==> src/rtl/grant_ack_arbiter_pkg.sv <==
// Shared definitions for the GrantAck (TileLink E-channel) arbiter slice.
// Holds the default parameters, the requester-index width helper, the
// E request payload and the output register state encoding.
package grant_ack_arbiter_pkg;

    localparam int unsigned N_REQ_DEF     = 4;
    localparam int unsigned SINK_BITS_DEF = 3;

    // Requester-index width; a single requester still needs one bit.
    function automatic int unsigned idx_bits(input int unsigned n);
        return (n < 2) ? 1 : $clog2(n);
    endfunction

    localparam int unsigned SRC_BITS_DEF = idx_bits(N_REQ_DEF);

    // GrantAck payload as carried on the E channel.
    typedef struct packed {
        logic [SINK_BITS_DEF-1:0] sink;
    } e_req_t;

    // Output pipeline register occupancy.
    typedef enum logic {
        E_EMPTY = 1'b0,
        E_FULL  = 1'b1
    } out_state_e;

endpackage

==> src/rtl/grant_ack_arbiter_if.sv <==
// Request/E-channel bundle between the MSHR array, the arbiter and the
// E-channel source queue.
//   io_req_valid/ready/sink : per-requester GrantAck requests
//   io_e_valid/ready/bits_sink/src : downstream E-channel handshake
//   io_dup_err, io_busy : status
// Modport slave is the arbiter side; master is the environment side.
interface grant_ack_arbiter_if
    import grant_ack_arbiter_pkg::*;
#(
    parameter int unsigned N_REQ     = N_REQ_DEF,
    parameter int unsigned SINK_BITS = SINK_BITS_DEF
);
    localparam int unsigned SRC_BITS = idx_bits(N_REQ);

    logic [N_REQ-1:0]           io_req_valid;
    logic [N_REQ-1:0]           io_req_ready;
    logic [N_REQ*SINK_BITS-1:0] io_req_sink;
    logic                       io_e_ready;
    logic                       io_e_valid;
    logic [SINK_BITS-1:0]       io_e_bits_sink;
    logic [SRC_BITS-1:0]        io_e_src;
    logic                       io_dup_err;
    logic                       io_busy;

    modport slave (
        input  io_req_valid, io_req_sink, io_e_ready,
        output io_req_ready, io_e_valid, io_e_bits_sink, io_e_src,
               io_dup_err, io_busy
    );

    modport master (
        output io_req_valid, io_req_sink, io_e_ready,
        input  io_req_ready, io_e_valid, io_e_bits_sink, io_e_src,
               io_dup_err, io_busy
    );

endinterface

==> src/rtl/grant_ack_arbiter_rr_arbiter_n.sv <==
// Round-robin priority picker: grants the first set bit of valid found by
// searching upward from ptr, wrapping modulo N. Purely combinational.
//   valid       : request vector
//   ptr         : highest-priority index this cycle (must be < N)
//   grant_c     : one-hot grant (all zero when nothing is valid)
//   grant_idx_c : index of the granted bit (0 when nothing is valid)
//   any_c       : some request is valid
module rr_arbiter_n
    import grant_ack_arbiter_pkg::*;
#(
    parameter int unsigned N        = 4,
    parameter int unsigned IDX_BITS = idx_bits(N)
) (
    input  logic [N-1:0]        valid,
    input  logic [IDX_BITS-1:0] ptr,
    output logic [N-1:0]        grant_c,
    output logic [IDX_BITS-1:0] grant_idx_c,
    output logic                any_c
);

    logic [IDX_BITS-1:0] cand;

    // Walk the ring from ptr; the first valid candidate wins.
    always_comb begin
        grant_c     = '0;
        grant_idx_c = '0;
        any_c       = 1'b0;
        cand        = '0;
        for (int unsigned off = 0; off < N; off++) begin
            cand = IDX_BITS'((32'(ptr) + off) % N);
            if (!any_c && valid[cand]) begin
                any_c         = 1'b1;
                grant_idx_c   = cand;
                grant_c[cand] = 1'b1;
            end
        end
    end

endmodule

==> src/rtl/grant_ack_arbiter.sv <==
// GrantAck issue arbiter for the inclusive-cache SourceE stage.
// Round-robin selects one of N_REQ requesters into a one-entry output
// register that drives the E channel at full throughput; a sticky flag
// reports requesters presenting the same sink ID.
//   clock, reset : clock and asynchronous active-high reset
//   io           : request / E-channel bundle (slave side)
module grant_ack_arbiter
    import grant_ack_arbiter_pkg::*;
#(
    parameter int unsigned N_REQ     = N_REQ_DEF,
    parameter int unsigned SINK_BITS = SINK_BITS_DEF
) (
    input  logic                 clock,
    input  logic                 reset,
    grant_ack_arbiter_if.slave   io
);

    localparam int unsigned SRC_BITS = idx_bits(N_REQ);

    out_state_e           state_q, state_d;
    logic [SINK_BITS-1:0] sink_q,  sink_d;
    logic [SRC_BITS-1:0]  src_q,   src_d;
    logic [SRC_BITS-1:0]  ptr_q,   ptr_d;
    logic                 dup_q,   dup_d;

    logic [N_REQ-1:0]     grant_c;
    logic [SRC_BITS-1:0]  grant_idx_c;
    logic                 any_req_c;
    logic                 can_accept_c;
    logic                 accept_c;
    logic                 pair_dup_c;
    logic                 blocked_dup_c;
    logic [SINK_BITS-1:0] granted_sink_c;

    rr_arbiter_n #(
        .N        (N_REQ),
        .IDX_BITS (SRC_BITS)
    ) u_rr (
        .valid       (io.io_req_valid),
        .ptr         (ptr_q),
        .grant_c     (grant_c),
        .grant_idx_c (grant_idx_c),
        .any_c       (any_req_c)
    );

    assign can_accept_c   = (state_q == E_EMPTY) || io.io_e_ready;
    assign accept_c       = any_req_c && can_accept_c;
    assign granted_sink_c = io.io_req_sink[32'(grant_idx_c)*SINK_BITS +: SINK_BITS];

    // Any two concurrently valid requesters carrying the same sink ID.
    always_comb begin
        pair_dup_c = 1'b0;
        for (int unsigned i = 0; i < N_REQ; i++) begin
            for (int unsigned j = i + 1; j < N_REQ; j++) begin
                if (io.io_req_valid[i] && io.io_req_valid[j] &&
                    (io.io_req_sink[i*SINK_BITS +: SINK_BITS] ==
                     io.io_req_sink[j*SINK_BITS +: SINK_BITS])) begin
                    pair_dup_c = 1'b1;
                end
            end
        end
    end

    // Accept into a blocked, matching entry; unreachable while accepts are
    // gated by can_accept, kept so the check survives a pipe-rule change.
    assign blocked_dup_c = accept_c && (state_q == E_FULL) && !io.io_e_ready &&
                           (granted_sink_c == sink_q);

    // Next-state: load on accept (also covers depart+accept), drain on departure.
    always_comb begin
        state_d = state_q;
        sink_d  = sink_q;
        src_d   = src_q;
        ptr_d   = ptr_q;
        dup_d   = dup_q | pair_dup_c | blocked_dup_c;
        if (accept_c) begin
            state_d = E_FULL;
            sink_d  = granted_sink_c;
            src_d   = grant_idx_c;
            ptr_d   = (grant_idx_c == SRC_BITS'(N_REQ - 1)) ? '0
                                                            : grant_idx_c + SRC_BITS'(1);
        end else if ((state_q == E_FULL) && io.io_e_ready) begin
            state_d = E_EMPTY;
        end
    end

    // State and held-entry registers.
    always_ff @(posedge clock or posedge reset) begin
        if (reset) begin
            state_q <= E_EMPTY;
            sink_q  <= '0;
            src_q   <= '0;
            ptr_q   <= '0;
            dup_q   <= 1'b0;
        end else begin
            state_q <= state_d;
            sink_q  <= sink_d;
            src_q   <= src_d;
            ptr_q   <= ptr_d;
            dup_q   <= dup_d;
        end
    end

    assign io.io_req_ready   = grant_c & {N_REQ{can_accept_c}};
    assign io.io_e_valid     = (state_q == E_FULL);
    assign io.io_e_bits_sink = sink_q;
    assign io.io_e_src       = src_q;
    assign io.io_dup_err     = dup_q;
    assign io.io_busy        = (state_q == E_FULL) || (|io.io_req_valid);

endmodule
==> src/flat_wrapper.sv <==
// flat-port wrapper written by rule: the top's interface ports become plain ports
module grant_ack_arbiter_flat import grant_ack_arbiter_pkg::*;
#(
    parameter int unsigned N_REQ     = N_REQ_DEF,
    parameter int unsigned SINK_BITS = SINK_BITS_DEF
)
  (clock, reset, io_io_req_valid, io_io_req_sink, io_io_e_ready, io_io_req_ready, io_io_e_valid, io_io_e_bits_sink, io_io_e_src, io_io_dup_err, io_io_busy);
  grant_ack_arbiter_if #(.N_REQ(N_REQ), .SINK_BITS(SINK_BITS)) io_i ();
  input  logic clock;
  input  logic reset;
  input wire logic [$bits(io_i.io_req_valid)-1:0] io_io_req_valid;
  input wire logic [$bits(io_i.io_req_sink)-1:0] io_io_req_sink;
  input wire logic [$bits(io_i.io_e_ready)-1:0] io_io_e_ready;
  output wire logic [$bits(io_i.io_req_ready)-1:0] io_io_req_ready;
  output wire logic [$bits(io_i.io_e_valid)-1:0] io_io_e_valid;
  output wire logic [$bits(io_i.io_e_bits_sink)-1:0] io_io_e_bits_sink;
  output wire logic [$bits(io_i.io_e_src)-1:0] io_io_e_src;
  output wire logic [$bits(io_i.io_dup_err)-1:0] io_io_dup_err;
  output wire logic [$bits(io_i.io_busy)-1:0] io_io_busy;
  assign io_i.io_req_valid = io_io_req_valid;
  assign io_i.io_req_sink = io_io_req_sink;
  assign io_i.io_e_ready = io_io_e_ready;
  assign io_io_req_ready = io_i.io_req_ready;
  assign io_io_e_valid = io_i.io_e_valid;
  assign io_io_e_bits_sink = io_i.io_e_bits_sink;
  assign io_io_e_src = io_i.io_e_src;
  assign io_io_dup_err = io_i.io_dup_err;
  assign io_io_busy = io_i.io_busy;
  grant_ack_arbiter #(.N_REQ(N_REQ), .SINK_BITS(SINK_BITS)) u_core (.clock(clock), .reset(reset), .io(io_i));
endmodule
==> config.mk <==
export PLATFORM = sky130hd
export DESIGN_NAME = grant_ack_arbiter_flat
export DESIGN_NICKNAME = d
export VERILOG_FILES = /design/src/rtl/grant_ack_arbiter_pkg.sv /design/src/rtl/grant_ack_arbiter_if.sv /design/src/rtl/grant_ack_arbiter_rr_arbiter_n.sv /design/src/rtl/grant_ack_arbiter.sv /design/src/flat_wrapper.sv
export SDC_FILE = /design/constraint.sdc
export NUM_CORES = 1
export LEC_CHECK = 0
export BUFFER_PORTS_ARGS = -buffer_cell sky130_fd_sc_hd__buf_4
export CAP_MARGIN = 5
export CORE_MARGIN = 3
export CORE_UTILIZATION = 56
export CTS_CLUSTER_DIAMETER = 150
export CTS_CLUSTER_SIZE = 30
export DETAILED_ROUTE_END_ITERATION = 7
export MAX_ROUTING_LAYER = met4
export PLACE_DENSITY = 0.85
export SYNTH_ARGS = -nofsm -noshare
export SYNTH_HDL_FRONTEND = slang
export SYNTH_HIERARCHICAL = 1
export SYNTH_SLANG_ARGS = --single-unit
==> constraint.sdc <==
create_clock -name clock -period 8 [get_ports clock]
set_clock_uncertainty 0.05 [all_clocks]
set_input_delay 0.4 -clock clock [delete_from_list [all_inputs] [get_ports clock]]
set_output_delay 0.4 -clock clock [all_outputs]
set_load 0.02 [all_outputs]
==> results.yml, run 1 <==
drt:
  routedWlPerCell_um: 17.0
  drtIter0Drc: 19
  viasPerCell: 6.08
  drtPass1Iterations: 5
  wirelength_um: 2810
  ant_nets: 0
  route.vias.total: 1004
  drc_errors: 0
critical_path:
  cpMostUsedCell: "mux4_2"
  worstPathArrival_ns: 3.66
  cp_top_family: "multiplexers"
  critPathMaxStageDelay_ns: 0.82
  cp_max_fo: 13
  slowest_stage: "o31ai_1"
  endpoint: "u_core/io.io_e_bits_sink[2]$_DFFE_PP0P_"
  reg2reg_from: "u_core/ptr_q[0]$_DFFE_PP0P_"
  endpoint_kind: "flip-flop"
  critPathKind: "flip-flop to flip-flop"
  crit_buf_inv: 1
  critical_path.cell_chain: "inv_1 -> ha_1 -> mux4_2 -> a21oi_1 -> o31ai_1 -> mux4_2 -> mux2_2"
  worstSetupPathDepth: 7
  rrSetupSlack_ns: 4.45
  r2r_cells: 7
  crit_path_start: "u_core/ptr_q[0]$_DFFE_PP0P_"
  worstPathRequired_ns: 8.10
  startpoint_type: "flip-flop"
  rr_endpoint: "u_core/io.io_e_bits_sink[2]$_DFFE_PP0P_"
sta:
  setup_viol: 0
  tightest_slew_ns: 1.02
  final.min_clock_period_ns: 3.55
  drv_slew: 0
  hold_violations: 0
  setup_tns_ns: 0
  slew_headroom: 0.314
  max_freq_ghz: 0.282
  setup_slack_ns: 4.45
  fin_crit_sh: 0.444
  rsz0062_at_grt: "no"
power:
  swShare: 0.466
  clock_power_share: 0.076
  comb_power_share: 0.735
  powerDensity_nw_per_um2: 367
  seqPwrFrac: 0.188
  leakage_nw: 0.581
  p_switching_mw: 0.231
  max-vdd-ir-drop_mv: 0.274
  cell_internal_pwr_mw: 0.265
finish:
  instances_no_fill: 165
  post-route-util: 0.756
  area_growth_pct: 23.5
  diodes: 0
  final_layout_size_suffix_gt1_frac: 0.343
  stdcell_area_um2: 1350
  nets: 166
place:
  dp.cells: 161
  hpwl_um: 2220
  gp_congestion: 0.927
  place_ws_ns: 4.48
  dpl-instance-area_um2: 1320
  io_buffers: 30
worst_hold_path:
  hold_class: "primary input to asynchronous set/reset pin"
flow_run:
  drv_cap: 0
clock_tree:
  clock-sinks: 9
  cts.htree.levels: 1
  post_cts_resized: 0
  insertion_delay_ns: 0.28
  hold_buffers: 0
  post_cts_buffers: 0
  ctsLongestPathBuffers: 2
  clk_pin_slew_ns: 0.07
  cts_root_buffer: "clkbuf_4"
  cts_buffers: 3
  cts_tree: "done"
grt:
  grt_usage: 0.260
  antenna_found_initial: 0
  grt_max_degree: 14
  grt_pass1_vias: 1004
  gr-total-overflow: 0
  grt_pass1_wl_um: 4750
die:
  core_um2: 1780
  die_w_um: 50.2
  fp-row-count: 15
  chipHeight_um: 50.2
  ios: 31
  die_area_um2: 2520
  initial_core_util: 0.613
synth:
  yosys.area.top_type: "dfrtp_1"
  synth-warning-count: 6
  ys_seq_elements: 9
  synth_nets: 134
  synth_top_area_share: 0.206
  synth.distinct_cells: 29
  ys_seq_area_frac: 0.206
  syn_area_per_cell_um2: 10.0
  synth_area_um2: 1090
  synthCells: 109
  synth_area_leaders: "dfrtp_1, xor2_1, mux4_2, mux2_2, ha_1"
run_status:
  status: "complete, no violations"
## power by group through the flow
stage / clock [mW] / combinational (mW) / sequential (mW)
2_1_floorplan: 0 / 0.273 / 0.0986
3_3_place_gp: 0 / 0.347 / 0.0926
3_5_place_dp: 0 / 0.363 / 0.0939
4_1_cts: 0.0393 / 0.364 / 0.0930
5_1_grt: 0.0408 / 0.398 / 0.0970
6_report: 0.0379 / 0.364 / 0.0933
## stage by stage
stage                     total power [mW]  hold slack [ns]
after global placement               0.439            0.324
after detailed placement             0.457            0.338
after global routing                 0.536           0.0425
final                                0.496           0.0305
after CTS                            0.496           0.0312
after floorplan                      0.371            0.178
## registers in the layout, indices dropped and copies added, names as in the netlist
| signal | cells |
|---|---|
| u_core/ptr_q | 2 |
| u_core/io.io_e_src | 2 |
| u_core/io.io_dup_err | 1 |
| u_core/io.io_e_bits_sink | 3 |
| u_core/io.io_e_valid | 1 |
## cell families (layout without fill, tap and decap cells)
logic type / count (synthesis) / in the layout / synth area share
AND/OR/NAND/NOR: 32 / 32 / 0.168
AO/OA/AOI/OAI: 20 / 20 / 0.128
XOR/XNOR: 18 / 18 / 0.144
multiplexers: 16 / 16 / 0.243
flip-flops: 9 / 9 / 0.206
buffers and inverters: 8 / 39 / 0.0412
adder cells (fa/ha/maj): 6 / 6 / 0.0687
## area by class of cell
type | count | area (um^2)
Multi-Input combinational cell | 92 | 822
Tap cell | 25 | 31.3
Inverter | 5 | 18.8
Sequential cell | 9 | 225
Fill cell | 131 | 434
Timing Repair Buffer | 30 | 225
Clock buffer | 4 | 26.3
## synth_stat cells
master / count
nor4_1: 6
nor2_1: 5
clkbuf_1: 1
nand3_1: 1
nor4b_4: 1
a22oi_1: 8
dfrtp_1: 9
o31ai_1: 2
mux2i_1: 1
nand2_1: 8
a21oi_1: 1
and2_1: 4
a41oi_1: 1
xor2_1: 16
nand4_1: 1
a32o_1: 1
mux4_2: 5
mux2_2: 8
ha_1: 6
o211ai_1: 1
nor3_1: 2
o311ai_0: 1
nand2b_1: 3
mux4_1: 2
xnor2_1: 2
buf_6: 2
and2b_2: 1
inv_1: 5
o21ai_0: 5
## layout by cell type, fill, tap and decap left out
cell      instances
dfrtp_1           9
nor3_1            2
mux2i_1           1
o311ai_0          1
a41oi_1           1
nand2_1           8
nor2_1            5
a32o_1            1
nand2b_1          3
mux4_1            2
a22oi_1           8
clkbuf_4          3
clkbuf_1          1
o21ai_0           5
and2b_2           1
mux4_2            5
nor4b_4           1
xnor2_1           2
inv_1             5
nor4_1            6
ha_1              6
a21oi_1           1
buf_4            30
o211ai_1          1
xor2_1           16
and2_1            4
nand3_1           1
mux2_2            8
nand4_1           1
o31ai_1           2
## metal layers
layer  GRT usage  up-vias  share of wire
met1       0.300      475           0.40
met4       0.129        0          0.039
met5           -        -              0
met2       0.420       43           0.51
li1            -      475              -
met3      0.0653       11          0.049
## how the worst min path moves through the flow
stage,start,to,slack (ns),cells past startpoint
CTS,reset,u_core/io.io_e_bits_sink[0]$_DFFE_PP0P_,0.03,2
global route,reset,u_core/io.io_e_bits_sink[0]$_DFFE_PP0P_,0.04,2
detailed placement,reset,u_core/io.io_dup_err$_DFF_PP0_,0.34,2
finish,reset,u_core/io.io_e_bits_sink[0]$_DFFE_PP0P_,0.03,2
global placement,reset,u_core/io.io_e_src[1]$_DFFE_PP0P_,0.32,2
floorplan,reset,u_core/io.io_dup_err$_DFF_PP0_,0.18,1
Power figures use the tool's default switching activity.
==> inputs of run 2 (changes only) <==
--- a/config.mk
+++ b/config.mk
@@ -8,12 +8,12 @@
 export BUFFER_PORTS_ARGS = -buffer_cell sky130_fd_sc_hd__buf_4
 export CAP_MARGIN = 5
 export CORE_MARGIN = 3
-export CORE_UTILIZATION = 56
+export CORE_UTILIZATION = 47
 export CTS_CLUSTER_DIAMETER = 150
 export CTS_CLUSTER_SIZE = 30
 export DETAILED_ROUTE_END_ITERATION = 7
 export MAX_ROUTING_LAYER = met4
-export PLACE_DENSITY = 0.85
+export PLACE_DENSITY = 0.76
 export SYNTH_ARGS = -nofsm -noshare
 export SYNTH_HDL_FRONTEND = slang
 export SYNTH_HIERARCHICAL = 1
==> constraint.sdc (replaced) <==
create_clock -name clock -period 3 [get_ports clock]
set_clock_uncertainty 0.05 [all_clocks]
set_input_delay 0.15 -clock clock [delete_from_list [all_inputs] [get_ports clock]]
set_output_delay 0.15 -clock clock [all_outputs]
set_load 0.02 [all_outputs]
==> run 2 against run 1 <==
  * Non-clock buffer count up 5
  * Hold slack better by 0.17 ns
  * Via count up 0.70%
  * Utilization down 8.5 points
  * Sequential power rose by 140%
  * Largest cell class unchanged
  * Largest power group unchanged
  * Highest routed layer unchanged
==> results.yml, run 2 (same netlist as run 1, synthesis figures left out) <==
run_status:
  status: "complete, no violations"
drt:
  drtIter0Drc: 32
  viasPerCell: 5.88
  route.vias.total: 1011
  ant_nets: 0
  routedWlPerCell_um: 15.0
  wirelength_um: 2580
  drtPass1Iterations: 4
  drc_errors: 0
critical_path:
  endpoint_kind: "flip-flop"
  critical_path.cell_chain: "inv_1 -> ha_1 -> mux4_2 -> and2b_2 -> o21ai_0 -> o31ai_2 -> mux4_2 -> mux2_2"
  cp_max_fo: 9
  critPathKind: "flip-flop to flip-flop"
  worstPathRequired_ns: 3.10
  slowest_stage: "mux4_2"
  critPathMaxStageDelay_ns: 0.56
  cpMostUsedCell: "mux4_2"
  worstPathArrival_ns: 2.94
  startpoint_type: "flip-flop"
power:
  swShare: 0.447
  clock_power_share: 0.069
  leakage_nw: 0.606
  powerDensity_nw_per_um2: 980
  cell_internal_pwr_mw: 0.758
  seqPwrFrac: 0.161
  p_switching_mw: 0.612
  comb_power_share: 0.769
  max-vdd-ir-drop_mv: 0.664
  total_power_mw: 1.37
die:
  die_w_um: 54.2
  core_um2: 2080
  chipHeight_um: 54.2
  initial_core_util: 0.525
  ios: 31
  die_area_um2: 2940
  fp-row-count: 16
grt:
  grt.busiest_layer: "met2"
  grt_max_degree: 14
  grt_pass1_vias: 913
  globalRouteMet3Util: 0.0436
  grtUsageMet1: 0.241
  grt_usage: 0.208
  grt_pass1_wl_um: 4200
  gr-total-overflow: 0
  use_met2: 0.347
  antenna_found_initial: 0
place:
  dp.cells: 167
  place_ws_ns: 0.0628
  io_buffers: 30
  hpwl_um: 2060
  gp_congestion: 0.857
clock_tree:
  cts_root_buffer: "clkbuf_4"
  clock-sinks: 9
  post_cts_buffers: 0
  cts_buffers: 3
  insertion_delay_ns: 0.26
  cts.htree.levels: 1
  cts_tree: "done"
  ctsLongestPathBuffers: 2
  clk_pin_slew_ns: 0.06
sta:
  max_freq_ghz: 0.352
  setup_tns_ns: 0
  final.min_clock_period_ns: 2.84
  slew_headroom: 0.673
  fin_crit_sh: 0.947
  rsz0062_at_grt: "no"
  setup_slack_ns: 0.159
  drv_slew: 0
  setup_viol: 0
  hold_violations: 0
  tightest_slew_ns: 0.488
finish:
  final_cell_mix: "buf_4, xor2_1"
  largest_reg_flops: 3
  final_layout_size_suffix_gt1_frac: 0.372
  n_fill_cell: 174
  instances_no_fill: 172
  diodes: 0
  nets: 171
  post-route-util: 0.671
  area_growth_pct: 27.9
  layout_commonest_cell: "buf_4"
flow_run:
  drv_cap: 0
worst_hold_path:
  hold_class: "primary input to flip-flop"
[run 2: cell types whose count changed in the layout (fill, tap and decap cells not counted), sizes merged]
cell	change
dlygate4sd3	+1
buf	+4
[run 2: what timing repair did]
item / CTS / global route
endpoints found under the hold margin: 9 / 0
endpoints found under the setup margin: 0 / 4
resized for setup: 0 / 1
hold buffers: 1 / 0
[run 2: power by group through the flow]
stage	clock, mW	sequential (mW)	combinational (mW)
floorplan	0	0.263	0.737
global placement	0	0.219	1.03
detailed placement	0	0.222	1.05
CTS	0.0980	0.220	1.05
global route	0.102	0.231	1.14
finish	0.0950	0.221	1.05
[run 2: stage by stage]
stage / hold slack, ns / cell area [um^2]
2_1_floorplan: -0.0721 / 1100
3_3_place_gp: 0.0745 / 1360
3_5_place_dp: 0.0868 / 1360
4_1_cts: 0.192 / 1400
5_1_grt: 0.212 / 1400
6_report: 0.197 / 1400
[run 2: final cells by class]
class	count	area, um^2	share of cell area
repair buffers	35	265	0.190
flip-flops and latches	9	226	0.162
clock buffers	4	26.3	0.0188
multi-input cells	92	827	0.592
inverters	5	18.8	0.0134
well taps	27	33.8	0.0242
[run 2: worst paths after layout]
kind	cells past startpoint	slack (ns)	end	from
max reg2reg	8	0.16	u_core/io.io_e_bits_sink[1]$_DFFE_PP0P_	u_core/ptr_q[1]$_DFFE_PP0P_
min reg2reg	1	0.46	u_core/io.io_e_src[1]$_DFFE_PP0P_	u_core/io.io_e_src[1]$_DFFE_PP0P_
min in group asynchronous	3	0.37	u_core/io.io_e_src[0]$_DFFE_PP0P_	reset
max in group asynchronous	3	2.24	u_core/ptr_q[1]$_DFFE_PP0P_	reset
max	8	0.16	u_core/io.io_e_bits_sink[1]$_DFFE_PP0P_	u_core/ptr_q[1]$_DFFE_PP0P_
min	3	0.20	u_core/io.io_dup_err$_DFF_PP0_	io_io_req_valid[0]
[run 2: critical path: cells and delay by family (launching register included)]
| family | cells | cell delay, ns |
|---|---|---|
| AND/OR/NAND/NOR | 1 | 0.29 |
| flip-flops | 1 | 0.44 |
| AO/OA/AOI/OAI | 2 | 0.25 |
| buffers and inverters | 1 | 0.11 |
| adder cells (fa/ha/maj) | 1 | 0.36 |
| multiplexers | 3 | 1.22 |
[run 2: layer usage]
layer	routed length (um)	vias up
li1	-	483
met1	1050	469
met2	1280	51
met3	188	8
met4	65	0
met5	0	-
==> inputs of run 3 (changes only) <==
--- a/config.mk
+++ b/config.mk
@@ -16,5 +16,4 @@
 export PLACE_DENSITY = 0.76
 export SYNTH_ARGS = -nofsm -noshare
 export SYNTH_HDL_FRONTEND = slang
-export SYNTH_HIERARCHICAL = 1
 export SYNTH_SLANG_ARGS = --single-unit
==> run 3 against run 2 <==
  * Critical path type is now flip-flop to output port
  * Global-route usage decreased by 2.4 points
  * Largest power group unchanged
  * Total power decreased by 13%
  * Hold slack lost 0.015 ns
==> results.yml, run 3 <==
critical_path:
  crit_buf_inv: 2
  slowest_stage: "mux4_1"
  worstPathRequired_ns: 2.80
  critical_path.cell_chain: "inv_1 -> ha_1 -> mux4_1 -> a21oi_2 -> a22o_1 -> mux2i_1 -> a21oi_1 -> buf_4"
  critPathKind: "flip-flop to output port"
  cp_top_family: "multiplexers"
  rrSetupSlack_ns: 0.64
  startpoint_type: "flip-flop"
  cp_max_fo: 7
  critPathMaxStageDelay_ns: 0.69
  endpoint_kind: "output port"
  worstPathArrival_ns: 2.59
finish:
  multi_input_area_um2: 870
  area_growth_pct: 25.4
  final_layout_size_suffix_gt1_frac: 0.306
  diodes: 0
  layout_commonest_cell: "buf_4"
  n_fill_cell: 214
  seqCellArea_um2: 225
  largest_reg_flops: 3
  final_cell_mix: "buf_4, xnor2_1, mux2i_1"
  nets: 184
sta:
  rsz0062_at_grt: "no"
  setup_viol: 0
  fin_crit_sh: 0.931
  max_freq_ghz: 0.358
  final.min_clock_period_ns: 2.79
  slew_headroom: 0.605
  setup_tns_ns: 0
  hold_violations: 0
  tightest_slew_ns: 0.587
  drv_slew: 0
  setup_slack_ns: 0.207
  whs_ns: 0.183
synth:
  synth_area_um2: 1140
  ys.flop_type: "dfrtp_1"
  synth-warning-count: 0
  synth_top_area_share: 0.198
  syn_area_per_cell_um2: 9.12
  synth_area_leaders: "dfrtp_1, xnor2_1, mux2i_1, ha_1, mux2_2"
  synthCells: 125
  synth-edff-count: 0
  yosys.area.top_type: "dfrtp_1"
  ys_async_sr_fraction: 1.00
  synth_nets: 151
  yosysMostFrequentCell: "xnor2_1"
  ys_seq_area_frac: 0.198
  ys_seq_elements: 9
  synthTopCellsByCount: "xnor2_1, mux2i_1, dfrtp_1, nand2_1, a21oi_1"
  synth.distinct_cells: 38
clock_tree:
  clk_pin_slew_ns: 0.06
  cts.htree.levels: 1
  cts_tree: "done"
  insertion_delay_ns: 0.26
  clock-sinks: 9
  post_cts_buffers: 0
  cts_buffers: 3
  ctsLongestPathBuffers: 2
  cts_root_buffer: "clkbuf_4"
die:
  ios: 31
  die_w_um: 55.2
  chipHeight_um: 55.2
  initial_core_util: 0.506
  fp-row-count: 17
  core_um2: 2250
  die_area_um2: 3050
drt:
  drtPass1Iterations: 4
  wirelength_um: 2620
  viasPerCell: 5.63
  routedWlPerCell_um: 14.2
  drtIter0Drc: 14
  drc_errors: 0
  ant_nets: 0
  route.vias.total: 1042
place:
  io_buffers: 30
  gp_congestion: 0.868
  place_ws_ns: 0.436
  hpwl_um: 2060
run_status:
  status: "complete, no violations"
grt:
  grt_pass1_vias: 1009
  grt_pass1_wl_um: 4510
  grt_max_degree: 19
  gr-total-overflow: 0
  antenna_found_initial: 0
  grt_usage: 0.184
power:
  max-vdd-ir-drop_mv: 0.672
  leakage_nw: 0.617
  powerDensity_nw_per_um2: 838
  total_power_mw: 1.20
flow_run:
  drv_cap: 0
worst_hold_path:
  hold_class: "primary input to flip-flop"
==> run 3: changes by cell type after synthesis, sizes merged, moves of 3 or more <==
| cell | before | now |
|---|---|---|
| and2 | 4 | 0 |
| xnor2 | 2 | 19 |
| xor2 | 16 | 0 |
| a22o | 0 | 4 |
| a21oi | 1 | 9 |
| mux2i | 1 | 13 |
| a22oi | 8 | 0 |
| nor4 | 6 | 1 |
| mux4 | 7 | 2 |
| clkbuf | 1 | 4 |
| mux2 | 8 | 5 |
| nand4 | 1 | 7 |
==> run 3: layout make-up <==
type,count,area share
Tap cell,28,0.0245
Clock buffer,4,0.0184
Sequential cell,9,0.158
Multi-Input combinational cell,106,0.609
Timing Repair Buffer,34,0.180
Inverter,4,0.0105
==> run 3: layer usage <==
layer  up-vias  part of all wire  track usage  wire length, um
li1        523                 -            -                -
met4         0                 0       0.0451                0
met2        36              0.51        0.291             1340
met3         0             0.049       0.0514              128
met5         -                 0            -                0
met1       483              0.44        0.234             1150
==> run 3: cells by family after synthesis <==
family | Yosys count | share of synthesized area
AND/OR/NAND/NOR | 32 | 0.143
AO/OA/AOI/OAI | 28 | 0.184
multiplexers | 20 | 0.210
XOR/XNOR | 19 | 0.146
buffers and inverters | 10 | 0.0428
flip-flops | 9 | 0.198
adder cells (fa/ha/maj) | 7 | 0.0768
==> run 3: worst paths after layout <==
check                                                     from                                 endpoint  depth (start not counted)
worst max-delay path               u_core.ptr_q[0]$_DFFE_PP0N_                       io_io_req_ready[1]                          8
worst min-delay path                        io_io_req_valid[3]         u_core.io.io_e_valid$_DFFE_PP0P_                          3
worst max register to register     u_core.ptr_q[0]$_DFFE_PP0N_  u_core.io.io_e_bits_sink[0]$_DFFE_PP0N_                          6
worst min register to register  u_core.io.io_dup_err$_DFF_PP0_           u_core.io.io_dup_err$_DFF_PP0_                          1
max in group asynchronous                                reset           u_core.io.io_dup_err$_DFF_PP0_                          3
min in group asynchronous                                reset        u_core.io.io_e_src[1]$_DFFE_PP0N_                          3
==> run 3: worst reg2reg max path, stage by stage (launching register included) <==
cell and delay, ns:
dfrtp_1 0.34, buf_4 0.23, mux2i_1 0.31, a211oi_1 0.13, nor2_2 0.37, mux4_2 0.55, mux2_2 0.27
==> run 3: what timing repair did <==
item	in CTS	in global routing
endpoints found under the hold margin	9	0
endpoints found under the setup margin	0	4
hold buffers	1	0
gates resized for setup	0	1
==> run 3: power breakdown <==
group	switching (mW)	internal (mW)
clock network	0.0399	0.0511
registers	0.0243	0.170
logic	0.485	0.427
==> run 3: per-stage QoR <==
step / cells / instance area [um^2] / utilization
after global routing: 185 / 1430 / 0.634
after CTS: 185 / 1430 / 0.632
after detailed placement: 180 / 1390 / 0.616
after global placement: 180 / 1390 / 0.616
after floorplan: 125 / 1140 / -
final: 185 / 1430 / 0.634
